--- src/rtl/result_fifo.sv ---
// result_fifo: first-word-fall-through circular buffer for complex multiplier results.
// Optional RESULT_FIFO_STATS_EN adds a saturating pop counter on result_count.
module result_fifo #(
  parameter int RES_WIDTH = 32,
  parameter int DEPTH     = 4,
  parameter int CNT_WIDTH = 3
) (
  input  logic                 clk,
  input  logic                 rstn,
  input  logic                 sw_rst,
  input  logic                 res_val,
  output logic                 res_ready,
  input  logic [RES_WIDTH-1:0] res_re,
  input  logic [RES_WIDTH-1:0] res_im,
  output logic                 out_val,
  input  logic                 out_ready,
  output logic [RES_WIDTH-1:0] out_re,
  output logic [RES_WIDTH-1:0] out_im,
  output logic [CNT_WIDTH-1:0] level,
  output logic                 full,
  output logic                 empty
`ifdef RESULT_FIFO_STATS_EN
  ,
  output logic [15:0]          result_count
`endif
);
  localparam int AW = $clog2(DEPTH);
  logic [2*RES_WIDTH-1:0] r_mem [DEPTH];
  logic [AW-1:0]          r_wr_ptr;
  logic [AW-1:0]          r_rd_ptr;
  logic [CNT_WIDTH-1:0]   r_level;
  logic                   w_push;
  logic                   w_pop;
  assign full      = r_level == CNT_WIDTH'(DEPTH);
  assign empty     = r_level == '0;
  assign res_ready = ~full;
  assign out_val   = ~empty;
  assign level     = r_level;
  assign w_push    = res_val && res_ready;
  assign w_pop     = out_val && out_ready;
  assign {out_re, out_im} = r_mem[r_rd_ptr];
  // Storage is not reset; out_re/out_im are only meaningful while out_val=1.
  always_ff @(posedge clk)
    if (w_push && !sw_rst) r_mem[r_wr_ptr] <= {res_re, res_im};
  always_ff @(posedge clk or negedge rstn) begin
    if (!rstn) begin
      r_wr_ptr <= '0;
      r_rd_ptr <= '0;
      r_level  <= '0;
    end else if (sw_rst) begin
      r_wr_ptr <= '0;
      r_rd_ptr <= '0;
      r_level  <= '0;
    end else begin
      if (w_push) r_wr_ptr <= r_wr_ptr + AW'(1);
      if (w_pop) r_rd_ptr <= r_rd_ptr + AW'(1);
      if (w_push && !w_pop) r_level <= r_level + CNT_WIDTH'(1);
      else if (w_pop && !w_push) r_level <= r_level - CNT_WIDTH'(1);
    end
  end
`ifdef RESULT_FIFO_STATS_EN
  logic [15:0] r_result_count;
  assign result_count = r_result_count;
  always_ff @(posedge clk or negedge rstn) begin
    if (!rstn) r_result_count <= '0;
    else if (sw_rst) r_result_count <= '0;
    else if (w_pop && r_result_count != 16'hFFFF) r_result_count <= r_result_count + 16'd1;
  end
`endif
endmodule
--- config.mk ---
export PLATFORM = sky130hd
export DESIGN_NAME = result_fifo
export DESIGN_NICKNAME = d
export VERILOG_FILES = /design/src/rtl/result_fifo.sv
export SDC_FILE = /design/constraint.sdc
export NUM_CORES = 1
export LEC_CHECK = 0
export CAP_MARGIN = 20
export CELL_PAD_IN_SITES_DETAIL_PLACEMENT = 0
export CELL_PAD_IN_SITES_GLOBAL_PLACEMENT = 1
export CORE_MARGIN = 4
export CORE_UTILIZATION = 50
export DETAILED_ROUTE_END_ITERATION = 7
export DONT_BUFFER_PORTS = 1
export PLACE_DENSITY_LB_ADDON = 0.15
export REMOVE_ABC_BUFFERS = 1
export SLEW_MARGIN = 20
export SYNTH_ARGS = -nofsm -noshare
export SYNTH_HDL_FRONTEND = slang
export SYNTH_SLANG_ARGS = --single-unit
--- constraint.sdc ---
create_clock -name clk -period 8.3 [get_ports clk]
set_clock_uncertainty 0.15 [all_clocks]
set_input_delay 0.83 -clock clk [delete_from_list [all_inputs] [get_ports clk]]
set_output_delay 0.83 -clock clk [all_outputs]
set_load 0.05 [all_outputs]
# After elaboration in Yosys (flattened, before gate mapping)
# Memories as Yosys holds them, arrays and structs flattened.
# Index checks and enable logic that the tools add are counted.
dict set report op_classes {
  n_addsub 4
  n_eq_ne 1
  n_mux 9
  n_bitwise 2
  n_reduce_logical 12
}
# operator n
set op_table {}
lappend op_table {{$mux 3} 3}
lappend op_table {{$mux 2} 4}
lappend op_table {{$logic_and 1x1->1} 5}
lappend op_table {{$add 2x1->2 const B} 2}
lappend op_table {{$reduce_bool 2->1} 2}
lappend op_table {{$add 3x1->3 const B} 1}
lappend op_table {{$eq 3x3->1 const B} 1}
lappend op_table {{$logic_not 1->1} 3}
lappend op_table {{$logic_not 3->1} 1}
lappend op_table {{$reduce_bool 3->1} 1}
lappend op_table {{$sub 3x1->3 const B} 1}
lappend op_table {{$mux 1} 2}
lappend op_table {{$not 1->1} 2}
dict set report totals {
  ff_bits 7
  mem_bits_rw 256
  inputBits 69
  out_inout_bits 71
  memories 1
}
# memory depth word_bits read_ports rd_clocked_by_memory_dff wr line
set mem_list {}
lappend mem_list {r_mem 4 64 1 0 1 28} ;# logic [2*RES_WIDTH-1:0] r_mem [DEPTH];

# Longest topological paths before layout
# Gate-level depths: netlist (run 1).
dict set report logic_depth {
  depth_word 8
  mapped_depth 8
  mapped_depth_nobuf 7
}

# Worst setup path before layout (run 1)
# Ideal clock, no wire load.
dict set report synth_path {
  path_type {reg2reg}
  startpoint {reg r_level[2] (netlist: level[2])}
  endpoint {mem r_mem[0][0] in the netlist's numbering (enable)}
  setup_ns 0.429
  arrival_time_ns 3.049
  setup_slack_ns 4.672
  stages_incl_launch_ff 6
  path_buffers 1
  path_cell_list {dfrtp_1 -> buf_4 -> or3b_4 -> inv_2 -> nor3_2 -> and2_1}
}
dict set report synth_between {
  elab_chain_cells 6
}
# item line
set synth_rtl {}
lappend synth_rtl {{from (decl)} 31} ;# logic [CNT_WIDTH-1:0] r_level;
lappend synth_rtl {{from (signal assigned)} 57} ;# if (w_push && !w_pop) r_level <= r_level + CNT_WIDTH'(1);
lappend synth_rtl {{from (signal assigned)} 58} ;# else if (w_pop && !w_push) r_level <= r_level - CNT_WIDTH'(1);
lappend synth_rtl {{$eq 3x3->1} 34} ;# assign full = r_level == CNT_WIDTH'(DEPTH);
lappend synth_rtl {{$not 1->1} 36} ;# assign res_ready = ~full;
lappend synth_rtl {{named net res_ready} 12} ;# output logic res_ready,
lappend synth_rtl {{$logic_and 1x1->1} 39} ;# assign w_push = res_val && res_ready;
lappend synth_rtl {{$logic_and 1x1->1} 44} ;# if (w_push && !sw_rst) r_mem[r_wr_ptr] <= {res_re, res_im};
lappend synth_rtl {{$mux 1} 44}
lappend synth_rtl {{$mux 1 (not written as such)} 44}
lappend synth_rtl {{to (decl)} 28}
# The timed path passes the listed nets, and every way through them passes these cells.

# Worst setup path in the final report (run 1)
dict set report layout_path {
  startpoint {reg r_rd_ptr[0]}
  endpoint {out out_re[23]}
}
dict set report layout_between {
  elab_chain_cells 1
}
# item line
set layout_rtl {}
lappend layout_rtl {{from (decl)} 30} ;# logic [AW-1:0] r_rd_ptr;
lappend layout_rtl {{from (signal assigned)} 56} ;# if (w_pop) r_rd_ptr <= r_rd_ptr + AW'(1);
lappend layout_rtl {{$mem_v2 4x64} -}
lappend layout_rtl {{to (decl)} 17} ;# output logic [RES_WIDTH-1:0] out_re,
# Every way passes these cells.

==> results of run 1 <==
[worst reg2reg max path, cell delays in order, from the launching register on]
cell      delay, ns
dfrtp_1        0.79
or3b_4         0.58
inv_2          0.31
nor3_1         0.12
fa_1           0.47
a21bo_2        0.25
a311oi_1       0.25
o311a_1        0.20
[area by class of cell]
| cell class | instances | area [µm²] | share of cell area (%) |
|---|---|---|---|
| tap | 260 | 325 | 2.99 |
| multi-input combinational | 108 | 1800 | 16.5 |
| clock buffer | 31 | 691 | 6.35 |
| timing repair buffer | 2 | 17.5 | 0.161 |
| clock inverter | 19 | 151 | 1.39 |
| sequential | 263 | 7870 | 72.3 |
| inverter | 7 | 26.3 | 0.241 |
[power by group]
group	switching, mW	total, mW	internal [mW]
clock network	0.465	1.12	0.659
registers	0.0988	1.63	1.53
logic	0.595	0.823	0.228
[registers in the layout, indices dropped and copies added, names as in the netlist]
| name | flops |
|---|---|
| level | 3 |
| r_mem | 256 |
| r_wr_ptr | 2 |
| r_rd_ptr | 2 |
[Yosys cell counts]
library cell / n / area share (%)
xor2_1: 2 / 0.18
inv_2: 1 / 0.038
nand3_1: 2 / 0.10
mux4_2: 64 / 15
ha_1: 4 / 0.51
o311ai_1: 1 / 0.089
clkbuf_2: 1 / 0.051
inv_1: 6 / 0.23
nand3b_1: 2 / 0.15
buf_4: 2 / 0.15
buf_6: 5 / 0.57
o311a_1: 1 / 0.10
mux2_1: 2 / 0.23
edfxtp_1: 256 / 78
and4bb_1: 1 / 0.13
buf_2: 8 / 0.41
dfrtp_1: 7 / 1.8
o31ai_1: 1 / 0.077
a21bo_2: 1 / 0.10
nor3_1: 1 / 0.051
and2_1: 4 / 0.26
mux2i_1: 2 / 0.20
nor2_1: 9 / 0.34
or3b_4: 1 / 0.11
nor3_2: 1 / 0.10
o21ai_1: 2 / 0.10
or3_2: 1 / 0.077
clkbuf_1: 2 / 0.077
o21a_1: 1 / 0.077
fa_1: 1 / 0.20
a221oi_2: 1 / 0.15
a21oi_1: 2 / 0.10
a311oi_1: 1 / 0.089
[placed cells by master (no fill, tap or decap), types with 2 or more instances in the layout]
cell type,instances
o21ai_1,2
edfxtp_1,256
clkinvlp_4,4
clkinv_2,6
mux2i_1,2
clkinv_1,6
mux2_1,2
bufinv_16,2
clkbuf_16,27
nand3_1,2
clkbuf_1,4
xor2_1,2
dfrtp_4,2
mux4_2,64
dfrtp_1,5
ha_1,4
and2_4,4
nand3b_1,2
a21oi_1,2
inv_1,6
nor2_1,9
[final timing paths]
| kind | endpoint | slack [ns] | depth (start not counted) |
|---|---|---|---|
| worst max-delay path | out_re[23] | 4.43 | 2 |
| worst min-delay path | r_rd_ptr[1] | 0.22 | 1 |
| worst max register to register | level[2] | 5.12 | 7 |
| worst min register to register | r_wr_ptr[1] | 0.44 | 2 |
| max in group asynchronous | r_rd_ptr[0] | 7.19 | 1 |
| min in group asynchronous | r_rd_ptr[1] | 0.51 | 1 |
[logic make-up (layout without fill, tap and decap cells)]
group | count (synthesis) | count (layout)
DFF | 263 | 263
muxes | 68 | 68
and+or+nand+nor | 22 | 22
AOI/OAI and AO/OA | 11 | 11
buffers and inverters | 25 | 59
adders and majority gates | 5 | 5
xor gates and xnor gates | 2 | 2
[routing by layer]
layer  share of wire [%]  global-route usage, %
met3                  11                   6.44
met5                   0                      0
met2                  50                   25.5
met4                 2.0                   4.67
met1                  37                   19.1
[stage by stage]
stage,setup WS (ns),hold slack (ns)
5_1_grt,4.19,0.200
6_report,4.43,0.219
2_1_floorplan,3.91,0.384
3_5_place_dp,4.87,0.385
3_3_place_gp,4.90,0.385
4_1_cts,4.31,0.193
==> metrics.md, run 1 <==
| Metric | Value |
|---|---|
| Status | completed |
| Layout cells sized above 1 | 27.2% |
| Placed Area | 10000 µm² |
| Synth Warn # | 0 |
| Vias per cell | 5.76 |
| Detailed Route WL | 16.9 mm |
| Number of synthesized register bits | roughly 260 |
| CP cell instances | buf_4 -> mux4_2 |
| Critical-path top delay cell | dfrtp_4 |
| CP startpoint kind | flip-flop |
| Port bufs | 0 |
| Setup TNS | 0 ns |
| Finished Core Util | 57.2% |
| GPL Wtd Cong | roughly 0.72 |
| Routed Antenna Nets | 0 |
| Die area | 21900 µm² |
| Critical Path AT | approximately 2.9 ns |
| Fin crit share | 46.6% |
| Post-Synthesis Cells | approximately 400 |
| Multiplexer share of the synthesized area | roughly 15% |
| Post-CTS setup buffer count | 0 |
| CTS Buf Count | 27 |
| Row cnt | 50 |
| Simple-gate share of the synthesized area | about 1.3% |
| IO Pins | 140 |
| HP Start | sw_rst |
| Crit path kind | reg -> out |
| Die H | 148 µm |
| Residual DRC | 0 |
| CORE AREA | ~19000 µm² |
| Routed via count | slightly below 4k |
| Initial antenna violation count | 0 |
| Initial DRT Pass Iterations | 4 |
| CTS tree | done |
| Fin nets | 483 |
| First-pass GRT wire length | 25.7 mm |
| CP max FO | 39 |
| Total Routing Usage GR | 15.5% |
| Clock buffer depth | 3 |
| Netlist cell types | 33 |
| Measured slew at the worst slew-check pin | 1.03 ns |
| MaxCap Viol Count | 0 |
| Worst hold path class | in -> reg |
| Critical Path RT | approximately 7.3 ns |
| GRT Residual Overflow | 0 |
| Antenna Cells | 0 |
| Crit path launch | r_rd_ptr[0] |
| Syn_area_per_cell | between 20 and 25 µm² |
| Area grow syn2layout | 11.0% |
| # H-tree levels | 1 |
| DP HPWL | a little under 10 mm |
| Leakage | 3.33 nW |
| Latest clock arrival within the worst-skew pair | 0.52 ns |
| Sequential share of the synthesized area | 80.2% |
| Peak per-stage delay on the critical path | about 0.80 ns |
| Final number of hold-violating endpoints | 0 |
| Max-slew violations | 0 |
| CTS Root Cell | clkbuf_16 |
| Top delay family on crit path | flip-flops |
| Post-synthesis xor/xnor area fraction | less than 1% |
| Synth Area in Adders | 0.715% |
| DR iter-0 viols | around 210 |
| Post-CTS Hold Buffers | 1 |
| Vias in the first global route | 4293 |
| Drt wl/cell | roughly 25 µm |
| Worst setup EP type | output pin |
| Compound-gate portion of the synthesized area | 0.894% |
| Die Wd | 148 µm |
| Cell Pwr Density | roughly 330 nW/µm² |
| Pwr Total | approximately 3.6 mW |
| Non-filler cells, final | 690 |
| Placed Instances | 639 |
| Largest net degree at the start of global routing | 66 |
| Fmax | 259 MHz |
| Layout fillers | roughly 1.4k |
| Period minus WS final | 3.87 ns |
| Finished Cell Area | 10900 µm² |
| RR Startpoint | level[2] |
| RSZ-0062 raised after global routing | false |
| Clock Pin Slew Worst Setup and Hold Paths | approximately 0.060 ns |
| Synth Cell Area | a little under 10000 µm² |
| Final setup violation count | 0 |
| Sink Count | roughly 260 |
| Post_cts resized | 0 |
| Initial Utilization | 51.5% |
| CP bufs+invs | 1 |
| Largest family of logic cells by synthesized area | multiplexers |
| Slew margin rel. | 31.1% |
| Worst VDD drop | between 0.0002 and 0.00025 V |
(Power assumes the default switching activity.)
==> run 2, diff against run 1 <==
ABC_AREA = 1   (was unset)
clock period = 4 ns   (was 8.3 ns; I/O delays follow)
==> metrics.md, run 2 <==
| Metric | Value |
|---|---|
| Status | completed |
| DR iter-0 viols | 371 (+75%) |
| Clock buffer depth | 3 (unchanged) |
| Area leader, netlist | edfxtp_1 |
| Critical Path AT | 2.97 ns (+0.08 ns) |
| Vias per cell | 5.45 (-5.3%) |
| Largest cells by area after synthesis | edfxtp_1 (77%), nor2_1 (5.0%), o21ai_0 (4.2%), o22ai_1 (4.0%), o21ai_1 (2.4%) |
| Fin crit share | a little under 90% |
| Placed Instances | 988 (+55%) |
| Synth Warn # | 0 (unchanged) |
| GRT Residual Overflow | 0 (unchanged) |
| Syn_area_per_cell | 14.5 µm² (-41%) |
| Non-filler cells, final | 1108 (+61%) |
| Worst setup EP type | output pin |
| RSZ-0062 raised after global routing | false |
| CTS tree | done |
| Top post-synthesis cells by count | edfxtp_1 (256), nor2_1 (134), o21ai_0 (83), o22ai_1 (64), o21ai_1 (47) |
| Port bufs | 0 (unchanged) |
| Largest net degree at the start of global routing | 85 (+29%) |
| Post_cts resized | 0 (unchanged) |
| Clock Pin Slew Worst Setup and Hold Paths | 0.06 ns (about the same) |
| Fin nets | 894 (+85%) |
| Slew margin rel. | 41.7% (+11 points) |
| Routed via count | 6040 (+52%) |
| Fmax | 284 MHz |
| Worst VDD drop | 0.000448 V (+100%) |
| Vias in the first global route | 6175 (+44%) |
| Residual DRC | 0 (unchanged) |
| Top-count cell post-synth | edfxtp_1 |
| Latest clock arrival within the worst-skew pair | 0.52 ns (about the same) |
| Final worst slack | 0.476 ns (-3.96 ns) |
| Final setup violation count | 0 (unchanged) |
| CP startpoint kind | flip-flop |
| Synth Cell Area | 9980 µm² (+1.8%) |
| IO Pins | 140 (unchanged) |
| Max-slew violations | 0 (unchanged) |
| Sink Count | 263 (unchanged) |
| Die H | 149 µm (+0.86%) |
| Critical Path RT | 3.45 ns (-3.87 ns) |
| Most flops, register | r_mem |
| Area grow syn2layout | 22.3% |
| Largest register FFs | 256 (unchanged) |
| Most common cell after layout, fill and taps aside | edfxtp_1 |
| # H-tree levels | 1 (unchanged) |
| Most frequent cells in the layout | edfxtp_1 (256), nor2_1 (130), o21ai_0 (83), buf_4 (75), dlygate4sd3_1 (68) |
| Total Routing Usage GR | 19.0% (+3.5 points) |
| Fin Hold WS | 0.0320 ns (-0.187 ns) |
| Setup TNS | 0 ns (unchanged) |
| Measured slew at the worst slew-check pin | 0.874 ns (-0.160 ns) |
| CTS Root Cell | clkbuf_16 |
| Post-synth top area share | 77.0% (-1.4 points) |
| Worst hold path class | in -> reg |
| Period minus WS final | 3.52 ns |
| CP max FO | 81 (+110%) |
| CTS Buf Count | 27 (unchanged) |
| Layout cells sized above 1 | 15.2% (-12 points) |
| Number of synthesized register bits | 263 (unchanged) |
| Leakage | 4.21 nW (+26%) |
| GPL Wtd Cong | 0.743 (+2.9%) |
| Initial antenna violation count | 3 (+3) |
| Sequential share of the synthesized area | 78.8% (-1.4 points) |
| Detailed Route WL | 21.5 mm (+27%) |
| Drt wl/cell | 19.4 µm (-21%) |
| Initial Utilization | 51.1% (-0.42 points) |
| Cell Pwr Density | 640 nW/µm² (+95%) |
| Routed Antenna Nets | 0 (unchanged) |
| Die area | 22300 µm² (+1.7%) |
| Post-CTS setup buffer count | 0 (unchanged) |
| Number of synthesized flops with an enable pin | 256 (unchanged) |
| CORE AREA | 19500 µm² (+2.7%) |
| Main synth FF type | edfxtp_1 |
| Layout fillers | 1538 (+7.3%) |
| Crit path kind | reg -> out |
| Die Wd | 149 µm (+0.86%) |
| DP HPWL | 12.2 mm (+25%) |
| MaxCap Viol Count | 0 (unchanged) |
| Row cnt | 51 (+2.0%) |
| Post-Synthesis Cells | 688 (+74%) |
| First-pass GRT wire length | 33.4 mm (+30%) |
| Final number of hold-violating endpoints | 0 (unchanged) |
| Netlist cell types | 21 (-36%) |
| Finished Core Util | 62.5% (+5.3 points) |
| Initial DRT Pass Iterations | 4 (unchanged) |
| Asr flop ratio synth | 2.66% (unchanged) |
| DP Worst Slack | 0.935 ns (-3.93 ns) |
-- run 2: cell types whose count changed after synthesis, moves of 4 or more --
| cell | change |
|---|---|
| buf_6 | +8 |
| inv_1 | +8 |
| o22ai_1 | +64 |
| o21ai_1 | +45 |
| nand2_1 | +17 |
| o21ai_0 | +83 |
| mux4_2 | -64 |
| and2_1 | -4 |
| nor2_1 | +125 |
| clkbuf_1 | +16 |
-- run 2: cells by family (layout without fill, tap and decap cells) --
| family | count (synthesis) | after routing | synth area share (%) |
|---|---|---|---|
| DFF | 263 | 263 | 78.8 |
| AOI/OAI and AO/OA | 197 | 197 | 10.7 |
| and+or+nand+nor | 161 | 161 | 6.29 |
| buffers and inverters | 61 | 214 | 3.47 |
| adders and majority gates | 5 | 5 | 0.702 |
| xor gates and xnor gates | 1 | 1 | 0.0878 |
| other | 0 | 2 | 0 |
-- run 2: repair_timing --
item	CTS	global route
setup endpoints to repair	0	0
endpoints found under the hold margin	269	0
hold buffers	68	0
-- run 2: critical path, cell delays in order, from the launching register on --
cell     delay [ns]
dfrtp_4        0.68
inv_4          0.69
buf_12         0.32
nor2_1         0.07
o22ai_1        0.32
buf_4          0.27
-- run 2: worst paths after layout --
check | startpoint | to | slack, ns | cells after the start
max | r_rd_ptr[0] | out_re[2] | 0.48 | 5
min | sw_rst | r_rd_ptr[0] | 0.03 | 3
max reg2reg | level[1] | r_mem[3][58] | 0.94 | 7
min reg2reg | r_wr_ptr[1] | r_wr_ptr[1] | 0.47 | 2
max in group asynchronous | rstn | r_rd_ptr[0] | 3.35 | 1
min in group asynchronous | rstn | r_wr_ptr[0] | 0.07 | 1
-- run 2: where the power goes --
part / total [mW] / internal, mW / switching [mW]
clock network: 2.35 / 1.37 / 0.979
logic: 2.17 / 0.569 / 1.61
registers: 3.29 / 3.19 / 0.104
-- run 2: routing by layer --
metal  wire (µm)  GRT usage [%]  share of wire, %
met4         391           4.90               1.8
met3        1340           4.10               6.2
met2       10500           31.3                49
met1        9280           26.2                43
met5           7              0             0.033
-- run 2: cell type report --
type | count | area (µm²) | area share (%)
clock inverters | 16 | 128 | 1.05
flip-flops and latches | 263 | 7870 | 64.4
repair buffers | 146 | 1300 | 10.7
inverters | 18 | 70.1 | 0.574
diodes | 2 | 5.00 | 0.0410
multi-input cells | 364 | 1800 | 14.8
clock buffers | 34 | 702 | 5.75
well taps | 265 | 332 | 2.72
-- run 2: through the flow --
step                power (mW)  cell area (µm²)
global route              8.15            12200
floorplan                 4.81             9700
detailed placement        5.46            10700
global placement          5.43            10700
finish                    7.81            12200
CTS                       7.88            12200
